[config.mk]
export PLATFORM = sky130hd
export DESIGN_NAME = axil_bus_decoder
export DESIGN_NICKNAME = d
export VERILOG_FILES = /design/src/rtl/axil_bus_decoder.sv
export SDC_FILE = /design/constraint.sdc
export NUM_CORES = 1
export LEC_CHECK = 0
export CAP_MARGIN = 25
export CORE_AREA = 2 2 119 121
export CTS_CLUSTER_DIAMETER = 50
export CTS_CLUSTER_SIZE = 40
export DETAILED_ROUTE_END_ITERATION = 6
export DIE_AREA = 0 0 121 123
export GPL_ROUTABILITY_DRIVEN = 0
export PLACE_DENSITY = 0.77
export SYNTH_ARGS = -nofsm -noshare
export SYNTH_HDL_FRONTEND = slang
export SYNTH_SLANG_ARGS = --single-unit
export TNS_END_PERCENT = 5
[constraint.sdc]
create_clock -name s0_axi_aclk -period 3.3 [get_ports s0_axi_aclk]
set_clock_uncertainty 0.2 [all_clocks]
set_input_delay 0.66 -clock s0_axi_aclk [delete_from_list [all_inputs] [get_ports s0_axi_aclk]]
set_output_delay 0.66 -clock s0_axi_aclk [all_outputs]
set_load 0.005 [all_outputs]
[src/rtl/axil_bus_decoder.sv]
// 1-to-NUM_M AXI4-Lite address decoder with registered downstream handshake and DECERR for unmapped windows.
// Optional error status outputs (err_count, err_addr) are enabled with `define ERR_STATUS_EN.
module axil_bus_decoder #(
  parameter int DATA_WIDTH  = 32,
  parameter int ADDR_WIDTH  = 8,
  parameter int RESP_WIDTH  = 3,
  parameter int NUM_M       = 2,
  parameter int REGION_SIZE = 16
) (
  input  logic                               s0_axi_aclk,
  input  logic                               s0_axi_aresetn,
  input  logic [ADDR_WIDTH-1:0]              s0_axi_awaddr,
  input  logic                               s0_axi_awvalid,
  output logic                               s0_axi_awready,
  input  logic [DATA_WIDTH-1:0]              s0_axi_wdata,
  input  logic [DATA_WIDTH/8-1:0]            s0_axi_wstrb,
  input  logic                               s0_axi_wvalid,
  output logic                               s0_axi_wready,
  output logic [RESP_WIDTH-1:0]              s0_axi_bresp,
  output logic                               s0_axi_bvalid,
  input  logic                               s0_axi_bready,
  input  logic [ADDR_WIDTH-1:0]              s0_axi_araddr,
  input  logic                               s0_axi_arvalid,
  output logic                               s0_axi_arready,
  output logic [DATA_WIDTH-1:0]              s0_axi_rdata,
  output logic [RESP_WIDTH-1:0]              s0_axi_rresp,
  output logic                               s0_axi_rvalid,
  input  logic                               s0_axi_rready,
  output logic [NUM_M*ADDR_WIDTH-1:0]        m_axi_awaddr,
  output logic [NUM_M-1:0]                   m_axi_awvalid,
  input  logic [NUM_M-1:0]                   m_axi_awready,
  output logic [NUM_M*DATA_WIDTH-1:0]        m_axi_wdata,
  output logic [NUM_M*(DATA_WIDTH/8)-1:0]    m_axi_wstrb,
  output logic [NUM_M-1:0]                   m_axi_wvalid,
  input  logic [NUM_M-1:0]                   m_axi_wready,
  input  logic [NUM_M*RESP_WIDTH-1:0]        m_axi_bresp,
  input  logic [NUM_M-1:0]                   m_axi_bvalid,
  output logic [NUM_M-1:0]                   m_axi_bready,
  output logic [NUM_M*ADDR_WIDTH-1:0]        m_axi_araddr,
  output logic [NUM_M-1:0]                   m_axi_arvalid,
  input  logic [NUM_M-1:0]                   m_axi_arready,
  input  logic [NUM_M*DATA_WIDTH-1:0]        m_axi_rdata,
  input  logic [NUM_M*RESP_WIDTH-1:0]        m_axi_rresp,
  input  logic [NUM_M-1:0]                   m_axi_rvalid,
  output logic [NUM_M-1:0]                   m_axi_rready
`ifdef ERR_STATUS_EN
  ,
  output logic [15:0]                        err_count,
  output logic [ADDR_WIDTH-1:0]              err_addr
`endif
);

  localparam int STRB_W = DATA_WIDTH / 8;
  localparam int RB     = $clog2(REGION_SIZE);
  localparam int IDXW   = (NUM_M > 1) ? $clog2(NUM_M) : 1;
  localparam logic [RESP_WIDTH-1:0] DECERR = RESP_WIDTH'(3);

  typedef enum logic [1:0] {W_IDLE, W_FWD, W_RESP, W_BACK} w_state_t;
  typedef enum logic [1:0] {R_IDLE, R_FWD, R_WAIT, R_BACK} r_state_t;

  function automatic logic is_mapped(input logic [ADDR_WIDTH-1:0] a);
    return int'(a[ADDR_WIDTH-1:RB]) < NUM_M;
  endfunction

  function automatic logic [IDXW-1:0] port_idx(input logic [ADDR_WIDTH-1:0] a);
    return a[RB +: IDXW];
  endfunction

  function automatic logic [NUM_M-1:0] port_sel(input logic [IDXW-1:0] i);
    logic [NUM_M-1:0] s;
    s    = '0;
    s[i] = 1'b1;
    return s;
  endfunction

  w_state_t              w_state_q, w_state_d;
  logic                  awready_q, awready_d;
  logic [ADDR_WIDTH-1:0] waddr_q, waddr_d;
  logic [DATA_WIDTH-1:0] wdata_q, wdata_d;
  logic [STRB_W-1:0]     wstrb_q, wstrb_d;
  logic [IDXW-1:0]       widx_q, widx_d;
  logic [NUM_M-1:0]      m_awvalid_q, m_awvalid_d;
  logic [NUM_M-1:0]      m_wvalid_q, m_wvalid_d;
  logic [RESP_WIDTH-1:0] bresp_q, bresp_d;
  logic                  w_decerr;

  r_state_t              r_state_q, r_state_d;
  logic                  arready_q, arready_d;
  logic [ADDR_WIDTH-1:0] raddr_q, raddr_d;
  logic [IDXW-1:0]       ridx_q, ridx_d;
  logic [NUM_M-1:0]      m_arvalid_q, m_arvalid_d;
  logic [DATA_WIDTH-1:0] rdata_q, rdata_d;
  logic [RESP_WIDTH-1:0] rresp_q, rresp_d;
  logic                  r_decerr;

  // Write path: ready is a registered one-cycle pulse, so acceptance happens the cycle after both valids are seen.
  always_comb begin
    w_state_d   = w_state_q;
    awready_d   = 1'b0;
    waddr_d     = waddr_q;
    wdata_d     = wdata_q;
    wstrb_d     = wstrb_q;
    widx_d      = widx_q;
    m_awvalid_d = m_awvalid_q;
    m_wvalid_d  = m_wvalid_q;
    bresp_d     = bresp_q;
    w_decerr    = 1'b0;
    case (w_state_q)
      W_IDLE: begin
        awready_d = s0_axi_awvalid && s0_axi_wvalid && !awready_q;
        if (awready_q && s0_axi_awvalid && s0_axi_wvalid) begin
          waddr_d = s0_axi_awaddr;
          wdata_d = s0_axi_wdata;
          wstrb_d = s0_axi_wstrb;
          widx_d  = port_idx(s0_axi_awaddr);
          if (is_mapped(s0_axi_awaddr)) begin
            w_state_d   = W_FWD;
            m_awvalid_d = port_sel(port_idx(s0_axi_awaddr));
            m_wvalid_d  = port_sel(port_idx(s0_axi_awaddr));
          end else begin
            w_state_d = W_BACK;
            bresp_d   = DECERR;
            w_decerr  = 1'b1;
          end
        end
      end
      W_FWD: begin
        m_awvalid_d = m_awvalid_q & ~m_axi_awready;
        m_wvalid_d  = m_wvalid_q & ~m_axi_wready;
        if (!(|m_awvalid_d) && !(|m_wvalid_d)) w_state_d = W_RESP;
      end
      W_RESP: begin
        if (m_axi_bvalid[widx_q]) begin
          bresp_d   = m_axi_bresp[widx_q*RESP_WIDTH +: RESP_WIDTH];
          w_state_d = W_BACK;
        end
      end
      W_BACK: if (s0_axi_bready) w_state_d = W_IDLE;
      default: w_state_d = W_IDLE;
    endcase
  end

  always_comb begin
    r_state_d   = r_state_q;
    arready_d   = 1'b0;
    raddr_d     = raddr_q;
    ridx_d      = ridx_q;
    m_arvalid_d = m_arvalid_q;
    rdata_d     = rdata_q;
    rresp_d     = rresp_q;
    r_decerr    = 1'b0;
    case (r_state_q)
      R_IDLE: begin
        arready_d = s0_axi_arvalid && !arready_q;
        if (arready_q && s0_axi_arvalid) begin
          raddr_d = s0_axi_araddr;
          ridx_d  = port_idx(s0_axi_araddr);
          if (is_mapped(s0_axi_araddr)) begin
            r_state_d   = R_FWD;
            m_arvalid_d = port_sel(port_idx(s0_axi_araddr));
          end else begin
            r_state_d = R_BACK;
            rdata_d   = '0;
            rresp_d   = DECERR;
            r_decerr  = 1'b1;
          end
        end
      end
      R_FWD: begin
        m_arvalid_d = m_arvalid_q & ~m_axi_arready;
        if (!(|m_arvalid_d)) r_state_d = R_WAIT;
      end
      R_WAIT: begin
        if (m_axi_rvalid[ridx_q]) begin
          rdata_d   = m_axi_rdata[ridx_q*DATA_WIDTH +: DATA_WIDTH];
          rresp_d   = m_axi_rresp[ridx_q*RESP_WIDTH +: RESP_WIDTH];
          r_state_d = R_BACK;
        end
      end
      R_BACK: if (s0_axi_rready) r_state_d = R_IDLE;
      default: r_state_d = R_IDLE;
    endcase
  end

  always_ff @(posedge s0_axi_aclk) begin
    if (!s0_axi_aresetn) begin
      w_state_q   <= W_IDLE;
      awready_q   <= 1'b0;
      waddr_q     <= '0;
      wdata_q     <= '0;
      wstrb_q     <= '0;
      widx_q      <= '0;
      m_awvalid_q <= '0;
      m_wvalid_q  <= '0;
      bresp_q     <= '0;
      r_state_q   <= R_IDLE;
      arready_q   <= 1'b0;
      raddr_q     <= '0;
      ridx_q      <= '0;
      m_arvalid_q <= '0;
      rdata_q     <= '0;
      rresp_q     <= '0;
    end else begin
      w_state_q   <= w_state_d;
      awready_q   <= awready_d;
      waddr_q     <= waddr_d;
      wdata_q     <= wdata_d;
      wstrb_q     <= wstrb_d;
      widx_q      <= widx_d;
      m_awvalid_q <= m_awvalid_d;
      m_wvalid_q  <= m_wvalid_d;
      bresp_q     <= bresp_d;
      r_state_q   <= r_state_d;
      arready_q   <= arready_d;
      raddr_q     <= raddr_d;
      ridx_q      <= ridx_d;
      m_arvalid_q <= m_arvalid_d;
      rdata_q     <= rdata_d;
      rresp_q     <= rresp_d;
    end
  end

  // Handshake outputs are gated by reset so downstream valids fall as soon as reset is applied.
  logic run;
  assign run = s0_axi_aresetn;

  assign s0_axi_awready = awready_q & run;
  assign s0_axi_wready  = awready_q & run;
  assign s0_axi_bvalid  = (w_state_q == W_BACK) & run;
  assign s0_axi_bresp   = bresp_q;
  assign s0_axi_arready = arready_q & run;
  assign s0_axi_rvalid  = (r_state_q == R_BACK) & run;
  assign s0_axi_rdata   = rdata_q;
  assign s0_axi_rresp   = rresp_q;

  assign m_axi_awaddr  = {NUM_M{waddr_q}};
  assign m_axi_wdata   = {NUM_M{wdata_q}};
  assign m_axi_wstrb   = {NUM_M{wstrb_q}};
  assign m_axi_araddr  = {NUM_M{raddr_q}};
  assign m_axi_awvalid = m_awvalid_q & {NUM_M{run}};
  assign m_axi_wvalid  = m_wvalid_q & {NUM_M{run}};
  assign m_axi_arvalid = m_arvalid_q & {NUM_M{run}};
  assign m_axi_bready  = (run && w_state_q == W_RESP) ? port_sel(widx_q) : '0;
  assign m_axi_rready  = (run && r_state_q == R_WAIT) ? port_sel(ridx_q) : '0;

`ifdef ERR_STATUS_EN
  logic [15:0]           err_count_q, err_count_d;
  logic [ADDR_WIDTH-1:0] err_addr_q, err_addr_d;
  logic [16:0]           err_sum;

  // Both directions can decode-fail in the same cycle; the write address is recorded last so it wins.
  always_comb begin
    err_sum     = {1'b0, err_count_q} + 17'(w_decerr) + 17'(r_decerr);
    err_count_d = err_sum[16] ? 16'hFFFF : err_sum[15:0];
    err_addr_d  = err_addr_q;
    if (r_decerr) err_addr_d = s0_axi_araddr;
    if (w_decerr) err_addr_d = s0_axi_awaddr;
  end

  always_ff @(posedge s0_axi_aclk) begin
    if (!s0_axi_aresetn) begin
      err_count_q <= '0;
      err_addr_q  <= '0;
    end else begin
      err_count_q <= err_count_d;
      err_addr_q  <= err_addr_d;
    end
  end

  assign err_count = err_count_q;
  assign err_addr  = err_addr_q;
`endif

endmodule

==> parameters.txt, run 1 <==
Parameter                              Value

Placement
  Dpl cells    933
  Cell area after placement    7460 um^2
  Post-detail-place hpwl    12.0 mm
  PortBufs    about 300
  Pre-CTS setup slack    around 390 ps

Global routing
  Via count of the first global-routing pass    ~4500
  GRT Overall Usage    0.200
  Largest net degree at the start of global routing    62
  First-pass GRT wire length    23.4 mm
  Total gr overflow    0
  Number of antenna violations at the first check in global routing    0

Floorplanning
  Site row count    43
  Full die area    14900 um^2
  Effective utilization at floorplan    0.347
  Die X    between 100 and 150 um
  Vertical die dimension    123 um
  Top-level port count    302
  Core area    13600 um^2

Routing
  Routed wire length per instance    roughly 16 um
  Iteration-0 DRC count of the detailed router    roughly 270
  Length of the first detailed-routing pass in iterations    4
  Vias after detailed routing    4622
  Vias per std cell    4.88
  Total Routed Length    15.5 mm
  Antenna violation net count after detailed routing    0
  Remaining DRCs    0

Worst setup path
  Worst Path Class, Setup    in -> out
  Launch point of the worst path    s0_axi_aresetn
  Arr. time, crit path    slightly above 2000 ps
  Type of element launching the critical path    input pin
  Reg-to-reg startpoint    r_state_q[1]$_SDFFE_PN0P_
  Type of element capturing the critical path    primary output
  Crit-path max FO    23
  Data required time at the worst endpoint    around 2400 ps

Synth
  Post-synth top area share    0.433
  Synthesized area    4720 um^2
  Cell count after synthesis    530
  Number of synthesized register bits    ~100
  Mux contribution to synthesized area    0.0899
  Largest cells by area after synthesis    sky130_fd_sc_hd__dfxtp_1 (43%), sky130_fd_sc_hd__nand2_1 (9.1%), sky130_fd_sc_hd__buf_4 (8.8%)
  Number of library cell types mapped by synthesis    40
  Cell taking the most area after synthesis    sky130_fd_sc_hd__dfxtp_1
  Share of the yosys chip area belonging to registers    0.433
  Post-synthesis share of cell area spent on full adders, half adders and majority gates    0.0265
  Post-Syn Area per Cell    about 8.9 um^2
  Simple-Gate Fraction of Synth Area    0.156
  Number of warning messages in the yosys log    0
  Share of the synthesized netlist area taken by xor and xnor gates    0
  Fraction of the mapped netlist area in compound gates    0.169
  Combinational family with the most area after synthesis    compound AO/OA/AOI/OAI gates
  Synthesized Nets    685

Timing
  Setup repair after global routing missed its margin    no
  WHS    264 ps
  Transition time at the pin with the least slew margin    648 ps
  Peak clock frequency supported by timing    approximately 340 MHz
  Final TNS setup    0 ps
  Final period utilization    0.882
  Setup-failing EPs final    0
  Worst Setup Slack, final    388 ps
  Post-route minimum period    2910 ps
  Count of pins over their slew limit    0
  Max-Slew Margin vs Limit    0.568
  Number of hold-slack violations in the final timing report    0

Clocking
  Clock Latency Late Sink    around 340 ps
  Clock tree from TritonCTS    built
  Clock net sink count    102
  Post-cts gate resize count    0
  Number of buffers on the longest clock path    2
  H-tree depth    3
  # hold bufs at CTS    0
  Number of post-CTS setup repair buffers    0
  Clk Tree Root Cell    sky130_fd_sc_hd__clkbuf_16
  Number of clock buffers inserted by TritonCTS    9
  Register clock-pin slew on the reported worst setup and hold paths    70 ps

Min path
  Hold Path Class    reg -> reg
  Hold Crit Start    s0_axi_rdata[8]$_SDFFE_PN0P_

Run
  Number of max-cap violations    0

Power
  Leak Pwr    2.65 nW
  Power per cell area    459 nW/um^2
  Peak supply drop    approximately 0.32 mV

Layout
  Area growth from synthesis to layout    64.5%
  Count of non-filler cells in the finished layout    948
  Diodes inserted    0
  Final net count    slightly above 900
  Area of all placed cells without fillers    7760 um^2
  Share of layout cells above drive strength 1    0.0417
  Commonest non-fill, non-tap cell in the layout    sky130_fd_sc_hd__clkdlybuf4s50_1
  Highest-count cells in the layout ignoring fill and taps    sky130_fd_sc_hd__clkdlybuf4s50_1 (301), sky130_fd_sc_hd__nand2_1 (114), sky130_fd_sc_hd__dfxtp_1 (101)

Outcome
  Result of the run    finished clean
[critical path, cell delays in order]
cell and delay (ps):
sky130_fd_sc_hd__clkdlybuf4s50_1 510, sky130_fd_sc_hd__buf_12 180, sky130_fd_sc_hd__and2_1 170, sky130_fd_sc_hd__clkdlybuf4s50_1 520
[where the power goes]
group	internal, mW	total, mW	switching, mW
clock	0.626	1.08	0.450
combinational	0.567	1.06	0.498
sequential	1.34	1.42	0.0832
total	2.53	3.56	1.03
[metal layers]
metal / vias up / part of all wire / GRT usage / wire (um)
li1: 2239 / - / - / -
met1: 2199 / 0.40 / 0.228 / 6150
met2: 153 / 0.53 / 0.366 / 8200
met3: 31 / 0.044 / 0.0346 / 686
met4: 0 / 0.027 / 0.0865 / 425
met5: - / 0 / 0 / 0
[path summary, 6_finish.rpt]
check	to	slack, ps	cells after the start
worst min-delay path	s0_axi_rdata[8]$_SDFFE_PN0P_	260	1
worst max-delay path	s0_axi_awready	390	4
worst max register to register	s0_axi_rdata[3]$_SDFFE_PN0P_	1050	7
worst min register to register	s0_axi_rdata[8]$_SDFFE_PN0P_	260	1
[cells by family after synthesis]
kind of cell	after synthesis
AO/OA/AOI/OAI	119
adder cells (fa/ha/maj)	10
buffers and inverters	93
flip-flops	102
multiplexers	42
AND/OR/NAND/NOR	164
[per-stage QoR]
step	utilization	power [mW]
after floorplan	-	2.01
after global placement	0.548	2.46
after detailed placement	0.548	2.51
after CTS	0.570	3.59
after global routing	0.570	3.74
final	0.570	3.56
[cell usage after synthesis, drive strengths merged]
master	n
buf	72
a211oi	1
a22oi	1
o21ai	10
a21o	1
a2111oi	1
dfxtp	102
mux2	3
or2	1
nor2	6
nor2b	10
a21bo	1
mux2i	39
a21boi	1
a311oi	1
nand2	114
and2	10
and4	3
inv	8
a222oi	2
nor4b	1
nand4b	2
o2111ai	1
o211ai	1
or3	1
and3	3
a21oi	63
o221a	2
ha	10
nor3	6
nand4	2
o2bb2ai	33
clkbuf	13
nand3	5
[area by class of cell]
| type | instances | area (um^2) |
|---|---|---|
| tap | 180 | 225 |
| inverter | 8 | 30.0 |
| fill | 1181 | 5850 |
| timing repair buffer | 308 | 3080 |
| clock inverter | 3 | 43.8 |
| multi-input combinational | 335 | 2080 |
| clock buffer | 12 | 256 |
| sequential | 102 | 2040 |
[state kept, by name (all words and copies together), names as in the netlist, 3 cells and up]
name          cells
raddr_q           8
s0_axi_bresp      3
s0_axi_rdata     32
s0_axi_rresp      3
waddr_q           8
wdata_q          32
wstrb_q           4
Note: power is estimated with default switching activity, not from simulation.
==> run 2, diff against run 1 <==
--- a/config.mk
+++ b/config.mk
@@ -13,6 +13,7 @@
 export DIE_AREA = 0 0 121 123
 export GPL_ROUTABILITY_DRIVEN = 0
 export PLACE_DENSITY = 0.77
+export REMOVE_ABC_BUFFERS = 1
 export SYNTH_ARGS = -nofsm -noshare
 export SYNTH_HDL_FRONTEND = slang
 export SYNTH_SLANG_ARGS = --single-unit
==> run 2 against run 1 <==
Net effect:
- critical path depth stayed put
- worst hold slack worse by 3.6 ps
- first-iteration DRC count is 38% lower
- combinational power hardly changed
- total power is 0.72% lower
- non-clock buffer count is 2 higher
- routed wire length is 1.7% lower
- setup slack worse by 93 ps
- final cell count is 0.32% higher
- sequential share of layout area hardly changed
- via count is 0.45% lower
- maximum frequency is 3.1% lower
==> parameters.txt, run 2 (same netlist as run 1, synthesis figures left out) <==
Parameter                              Value

Worst setup path
  Crit-path max FO    15
  Type of element launching the critical path    input pin
  Worst R2R End    s0_axi_rdata[15]$_SDFFE_PN0P_
  Reg-to-reg startpoint    r_state_q[0]$_SDFFE_PN0P_
  Worst Path Class, Setup    in -> out
  Type of element capturing the critical path    primary output
  Data required time at the worst endpoint    2440 ps
  Count of cells along the worst register-to-register path    7
  Arr. time, crit path    2140 ps
  Slack of the worst reg-to-reg path    1070 ps

Power
  Total power consumption of the routed design    roughly 3.5 mW
  Proportion of power drawn by combinational gates    0.298
  Switching power    1.03 mW
  Cell internal power dissipation    about 2.5 mW
  Leak Pwr    roughly 2.7 nW
  Switching share of power    0.290
  Power per cell area    456 nW/um^2
  Reg power frac    0.401
  Clock group share of total power    0.301
  Peak supply drop    approximately 0.23 mV

Global routing
  Met2 Use GR    0.348
  GRT busiest layer    met2
  Number of antenna violations at the first check in global routing    0
  Via count of the first global-routing pass    4598
  First-pass GRT wire length    22.7 mm
  Total gr overflow    0
  Largest net degree at the start of global routing    45
  GRT Overall Usage    0.193
  Met3 demand-to-capacity share in global routing    0.0466
  Global routing met1 resource utilization    0.221

Routing
  Vias per std cell    4.84
  Vias after detailed routing    approximately 4600
  Antenna violation net count after detailed routing    0
  Remaining DRCs    0
  Iteration-0 DRC count of the detailed router    roughly 170
  Routed wire length per instance    around 16 um
  Total Routed Length    ~15 mm
  Length of the first detailed-routing pass in iterations    4

Layout
  Highest-count cells in the layout ignoring fill and taps    sky130_fd_sc_hd__clkdlybuf4s50_1 (301), sky130_fd_sc_hd__nand2_1 (114), sky130_fd_sc_hd__dfxtp_1 (101)
  Diodes inserted    0
  Area growth from synthesis to layout    64.6%
  Commonest non-fill, non-tap cell in the layout    sky130_fd_sc_hd__clkdlybuf4s50_1
  Final Core Density    0.570
  Total of fill cells in the finished design    1174
  Multi-input gate area    roughly 2100 um^2
  Share of layout cells above drive strength 1    0.0467
  Reg area    approximately 2000 um^2
  Final net count    just over 900
  Area of all placed cells without fillers    around 7800 um^2

Placement
  Cell area after placement    7460 um^2
  PortBufs    301
  Post-detail-place hpwl    11.7 mm
  Pre-CTS setup slack    about 300 ps

Floorplanning
  Core area    13600 um^2
  Site row count    43
  Die X    121 um
  Top-level port count    slightly above 300
  Full die area    14900 um^2
  Vertical die dimension    123 um
  Effective utilization at floorplan    0.347

Clocking
  Register clock-pin slew on the reported worst setup and hold paths    60 ps
  Clock tree from TritonCTS    built
  Clock net sink count    102
  Number of buffers on the longest clock path    2
  Clk Tree Root Cell    sky130_fd_sc_hd__clkbuf_16
  Number of clock buffers inserted by TritonCTS    9
  H-tree depth    3
  Clock Latency Late Sink    340 ps
  Number of post-CTS setup repair buffers    0
  Post-cts gate resize count    0
  # hold bufs at CTS    0

Timing
  Max-Slew Margin vs Limit    0.597
  Setup-failing EPs final    0
  Final TNS setup    0 ps
  Post-route minimum period    3000 ps
  Final period utilization    0.910
  Transition time at the pin with the least slew margin    604 ps
  Worst Setup Slack, final    between 200 and 300 ps
  Count of pins over their slew limit    0
  Setup repair after global routing missed its margin    no
  Number of hold-slack violations in the final timing report    0
  Peak clock frequency supported by timing    roughly 330 MHz

Min path
  Min-Delay Endpoint    s0_axi_rdata[10]$_SDFFE_PN0P_
  Hold Path Class    reg -> reg
  Worst hold path depth    1
  Hold Crit Start    s0_axi_rdata[10]$_SDFFE_PN0P_

Run
  Number of max-cap violations    0

Outcome
  Result of the run    finished clean
## run 2: cell types whose count changed in the layout (fill, tap and decap cells not counted), sizes merged
cell,previous run,this run
clkbuf,12,10
buf,7,9
clkinvlp,0,1
clkinv,2,4
## run 2: worst max-delay path, stage by stage
cell,delay (ps)
sky130_fd_sc_hd__clkdlybuf4s50_1,580
sky130_fd_sc_hd__buf_4,230
sky130_fd_sc_hd__and2_1,170
sky130_fd_sc_hd__clkdlybuf4s50_1,510
## run 2: per-stage QoR
stage / hold WS (ps) / std cells
floorplan: 245 / 445
global placement: 245 / 935
detailed placement: 246 / 935
CTS: 265 / 951
global route: 279 / 951
finish: 260 / 951
## run 2: metal layers
layer	part of all wire	vias to the layer above
met1	0.39	2104
met4	0.017	0
met2	0.50	240
li1	-	2239
met5	0	-
met3	0.094	18
## run 2: final cells by class
cell class / count / share of cell area
Sequential cell: 102 / 0.263
Inverter: 8 / 0.00387
Timing Repair Buffer: 310 / 0.397
Multi-Input combinational cell: 335 / 0.268
Clock inverter: 6 / 0.00790
Clock buffer: 10 / 0.0308
Tap cell: 180 / 0.0290
## run 2: power groups by stage
stage	registers, mW	logic, mW	clock network (mW)
after global placement	1.44	1.01	0
after global routing	1.43	1.15	1.14
after detailed placement	1.44	1.05	0
after floorplan	1.45	0.495	0
final	1.42	1.06	1.06
after CTS	1.42	1.06	1.09
## run 2: worst max path at each step
stage	from	endpoint	depth (start not counted)
finish	s0_axi_aresetn	m_axi_wvalid[1]	4
global route	s0_axi_aresetn	m_axi_wvalid[1]	4
CTS	s0_axi_aresetn	m_axi_wvalid[1]	4
detailed placement	s0_axi_aresetn	m_axi_wvalid[1]	4
global placement	s0_axi_aresetn	m_axi_rready[0]	5
floorplan	raddr_q[4]$_SDFFE_PN0P_	s0_axi_rdata[0]$_SDFFE_PN0P_	4
==> run 3, diff against run 2 <==
--- a/config.mk
+++ b/config.mk
@@ -6,13 +6,15 @@
 export NUM_CORES = 1
 export LEC_CHECK = 0
 export CAP_MARGIN = 25
-export CORE_AREA = 2 2 119 121
+export CELL_PAD_IN_SITES_DETAIL_PLACEMENT = 0
+export CELL_PAD_IN_SITES_GLOBAL_PLACEMENT = 1
+export CORE_MARGIN = 2
+export CORE_UTILIZATION = 27
 export CTS_CLUSTER_DIAMETER = 50
 export CTS_CLUSTER_SIZE = 40
 export DETAILED_ROUTE_END_ITERATION = 6
-export DIE_AREA = 0 0 121 123
 export GPL_ROUTABILITY_DRIVEN = 0
-export PLACE_DENSITY = 0.77
+export PLACE_DENSITY_LB_ADDON = 0.1
 export REMOVE_ABC_BUFFERS = 1
 export SYNTH_ARGS = -nofsm -noshare
 export SYNTH_HDL_FRONTEND = slang
==> run 3 against run 2 <==
Net effect:
- global-route usage shrank 3.0 points
- clock power about the same
- routed wire length rose by 4.6%
- core utilization shrank 11 points
- critical endpoint is now s0_axi_wready
- via count shrank 0.98%
- register-to-register slack hardly changed
- critical path depth stayed put
- final cell count up 4.6%
==> parameters.txt, run 3 (same netlist as run 1, synthesis figures left out) <==
Parameter                              Value

Layout
  Commonest non-fill, non-tap cell in the layout    sky130_fd_sc_hd__clkdlybuf4s50_1
  Multi-input gate area    around 2100 um^2
  Highest-count cells in the layout ignoring fill and taps    sky130_fd_sc_hd__clkdlybuf4s50_1 (301), sky130_fd_sc_hd__nand2_1 (114), sky130_fd_sc_hd__dfxtp_1 (101)
  Count of non-filler cells in the finished layout    slightly below 1000
  Area growth from synthesis to layout    66.5%
  Total of fill cells in the finished design    around 1700
  Final net count    920
  Share of layout cells above drive strength 1    0.0455
  Diodes inserted    0
  Reg area    2040 um^2

Floorplanning
  Core area    17200 um^2
  Effective utilization at floorplan    0.275
  Vertical die dimension    approximately 140 um
  Die X    between 100 and 150 um
  Top-level port count    302
  Site row count    48
  Full die area    18500 um^2

Global routing
  First-pass GRT wire length    23.4 mm
  GRT busiest layer    met2
  Largest net degree at the start of global routing    56
  Number of antenna violations at the first check in global routing    0
  Total gr overflow    0
  Met3 demand-to-capacity share in global routing    0.0436
  Via count of the first global-routing pass    approximately 4400
  GRT Overall Usage    0.163
  Global routing met1 resource utilization    0.194
  Met2 Use GR    0.279

Clocking
  Clock tree from TritonCTS    built
  H-tree depth    3
  Clk Tree Root Cell    sky130_fd_sc_hd__clkbuf_16
  Clock net sink count    102
  Number of clock buffers inserted by TritonCTS    9
  Number of buffers on the longest clock path    2
  Register clock-pin slew on the reported worst setup and hold paths    70 ps
  # hold bufs at CTS    0
  Post-cts gate resize count    0
  Number of post-CTS setup repair buffers    0
  Clock Latency Late Sink    340 ps

Timing
  Worst Setup Slack, final    378 ps
  Final period utilization    0.885
  Transition time at the pin with the least slew margin    692 ps
  Setup repair after global routing missed its margin    no
  Setup-failing EPs final    0
  Post-route minimum period    2920 ps
  Count of pins over their slew limit    0
  Max-Slew Margin vs Limit    0.539
  Number of hold-slack violations in the final timing report    0
  Peak clock frequency supported by timing    approximately 340 MHz

Worst setup path
  Delay of the slowest cell on the worst path    approximately 520 ps
  Data required time at the worst endpoint    2440 ps
  Critical-path cell with the highest stage delay    sky130_fd_sc_hd__clkdlybuf4s50_1
  Cell type with the highest occurrence count on the critical path    sky130_fd_sc_hd__clkdlybuf4s50_1
  Family with the most delay on the worst path    buffers and inverters
  Crit path cell chain    clkdlybuf4s50_1 > buf_4 > and2_1 > clkdlybuf4s50_1
  Arr. time, crit path    2060 ps
  Worst Path Class, Setup    in -> out
  Slack of the worst reg-to-reg path    1080 ps
  Crit-path max FO    19
  Type of element capturing the critical path    primary output
  Worst R2R End    s0_axi_rdata[1]$_SDFFE_PN0P_
  Reg-to-reg startpoint    r_state_q[0]$_SDFFE_PN0P_
  Count of cells along the worst register-to-register path    7
  Type of element launching the critical path    input pin
  Number of buffer and inverter instances along the worst setup path    3

Placement
  Pre-CTS setup slack    374 ps
  Dpl cells    979
  Post-detail-place hpwl    12.2 mm
  PortBufs    between 300 and 400

Outcome
  Result of the run    finished clean

Routing
  Vias after detailed routing    4556
  Length of the first detailed-routing pass in iterations    4
  Antenna violation net count after detailed routing    0
  Routed wire length per instance    16.0 um
  Vias per std cell    4.58
  Iteration-0 DRC count of the detailed router    151
  Total Routed Length    between 15 and 20 mm
  Remaining DRCs    0

Min path
  Worst hold path depth    1
  Hold Crit Start    s0_axi_rdata[18]$_SDFFE_PN0P_
  Min-Delay Endpoint    s0_axi_rdata[18]$_SDFFE_PN0P_
  Hold Path Class    reg -> reg

Run
  Number of max-cap violations    0

Power
  Peak supply drop    0.282 mV
  Power per cell area    455 nW/um^2
  Leak Pwr    2.67 nW
run 3: changes by cell type in the layout (fill, tap and decap cells not counted):
cell,delta
sky130_fd_sc_hd__clkbuf_8,-1
sky130_fd_sc_hd__clkinv_2,-2
sky130_fd_sc_hd__inv_6,+3
sky130_fd_sc_hd__clkinvlp_4,-1
sky130_fd_sc_hd__buf_12,+3
sky130_fd_sc_hd__clkinv_4,+1
sky130_fd_sc_hd__buf_4,-4
run 3: layout make-up:
| type | instances | area share |
|---|---|---|
| Multi-Input combinational cell | 335 | 0.265 |
| Tap cell | 225 | 0.0358 |
| Timing Repair Buffer | 309 | 0.396 |
| Clock buffer | 9 | 0.0287 |
| Sequential cell | 102 | 0.260 |
| Inverter | 8 | 0.00382 |
| Clock inverter | 7 | 0.0100 |
run 3: power by group:
group          total (mW)  internal (mW)  switching (mW)
clock                1.09          0.598           0.496
sequential           1.41           1.34          0.0759
combinational        1.06          0.570           0.494
total                3.57           2.51            1.07
run 3: worst register-to-register path, cell delays in order (launching register included):
cell and delay, ps:
sky130_fd_sc_hd__dfxtp_1 390, sky130_fd_sc_hd__inv_1 110, sky130_fd_sc_hd__ha_1 290, sky130_fd_sc_hd__a21boi_1 210, sky130_fd_sc_hd__a2111oi_4 430, sky130_fd_sc_hd__nor2_2 50, sky130_fd_sc_hd__buf_4 250, sky130_fd_sc_hd__o2bb2ai_1 180
run 3: metrics by stage:
step           hold slack (ps)  cell area [um^2]  TNS [ps]  utilization  power, mW
2_1_floorplan              245              4160     -2780            -       1.94
3_3_place_gp               244              7550         0        0.440       2.48
3_5_place_dp               247              7550         0        0.440       2.51
4_1_cts                    267              7850         0        0.457       3.64
5_1_grt                    279              7850         0        0.457       3.79
6_report                   263              7850         0        0.457       3.57
run 3: worst max-delay path by stage:
| stage | from | to | slack [ps] | depth (start not counted) |
|---|---|---|---|---|
| 2_1_floorplan | raddr_q[4]$_SDFFE_PN0P_ | s0_axi_rdata[0]$_SDFFE_PN0P_ | -80 | 4 |
| 3_3_place_gp | s0_axi_aresetn | s0_axi_wready | 380 | 4 |
| 3_5_place_dp | s0_axi_aresetn | s0_axi_wready | 370 | 4 |
| 4_1_cts | s0_axi_aresetn | s0_axi_wready | 360 | 4 |
| 5_1_grt | s0_axi_aresetn | s0_axi_wready | 290 | 4 |
| 6_report | s0_axi_aresetn | s0_axi_wready | 380 | 4 |
run 3: routing by layer:
| metal | wire (um) | part of all wire |
|---|---|---|
| met1 | 6410 | 0.40 |
| met3 | 1570 | 0.099 |
| met2 | 7650 | 0.48 |
| met5 | 0 | 0 |
| met4 | 265 | 0.017 |
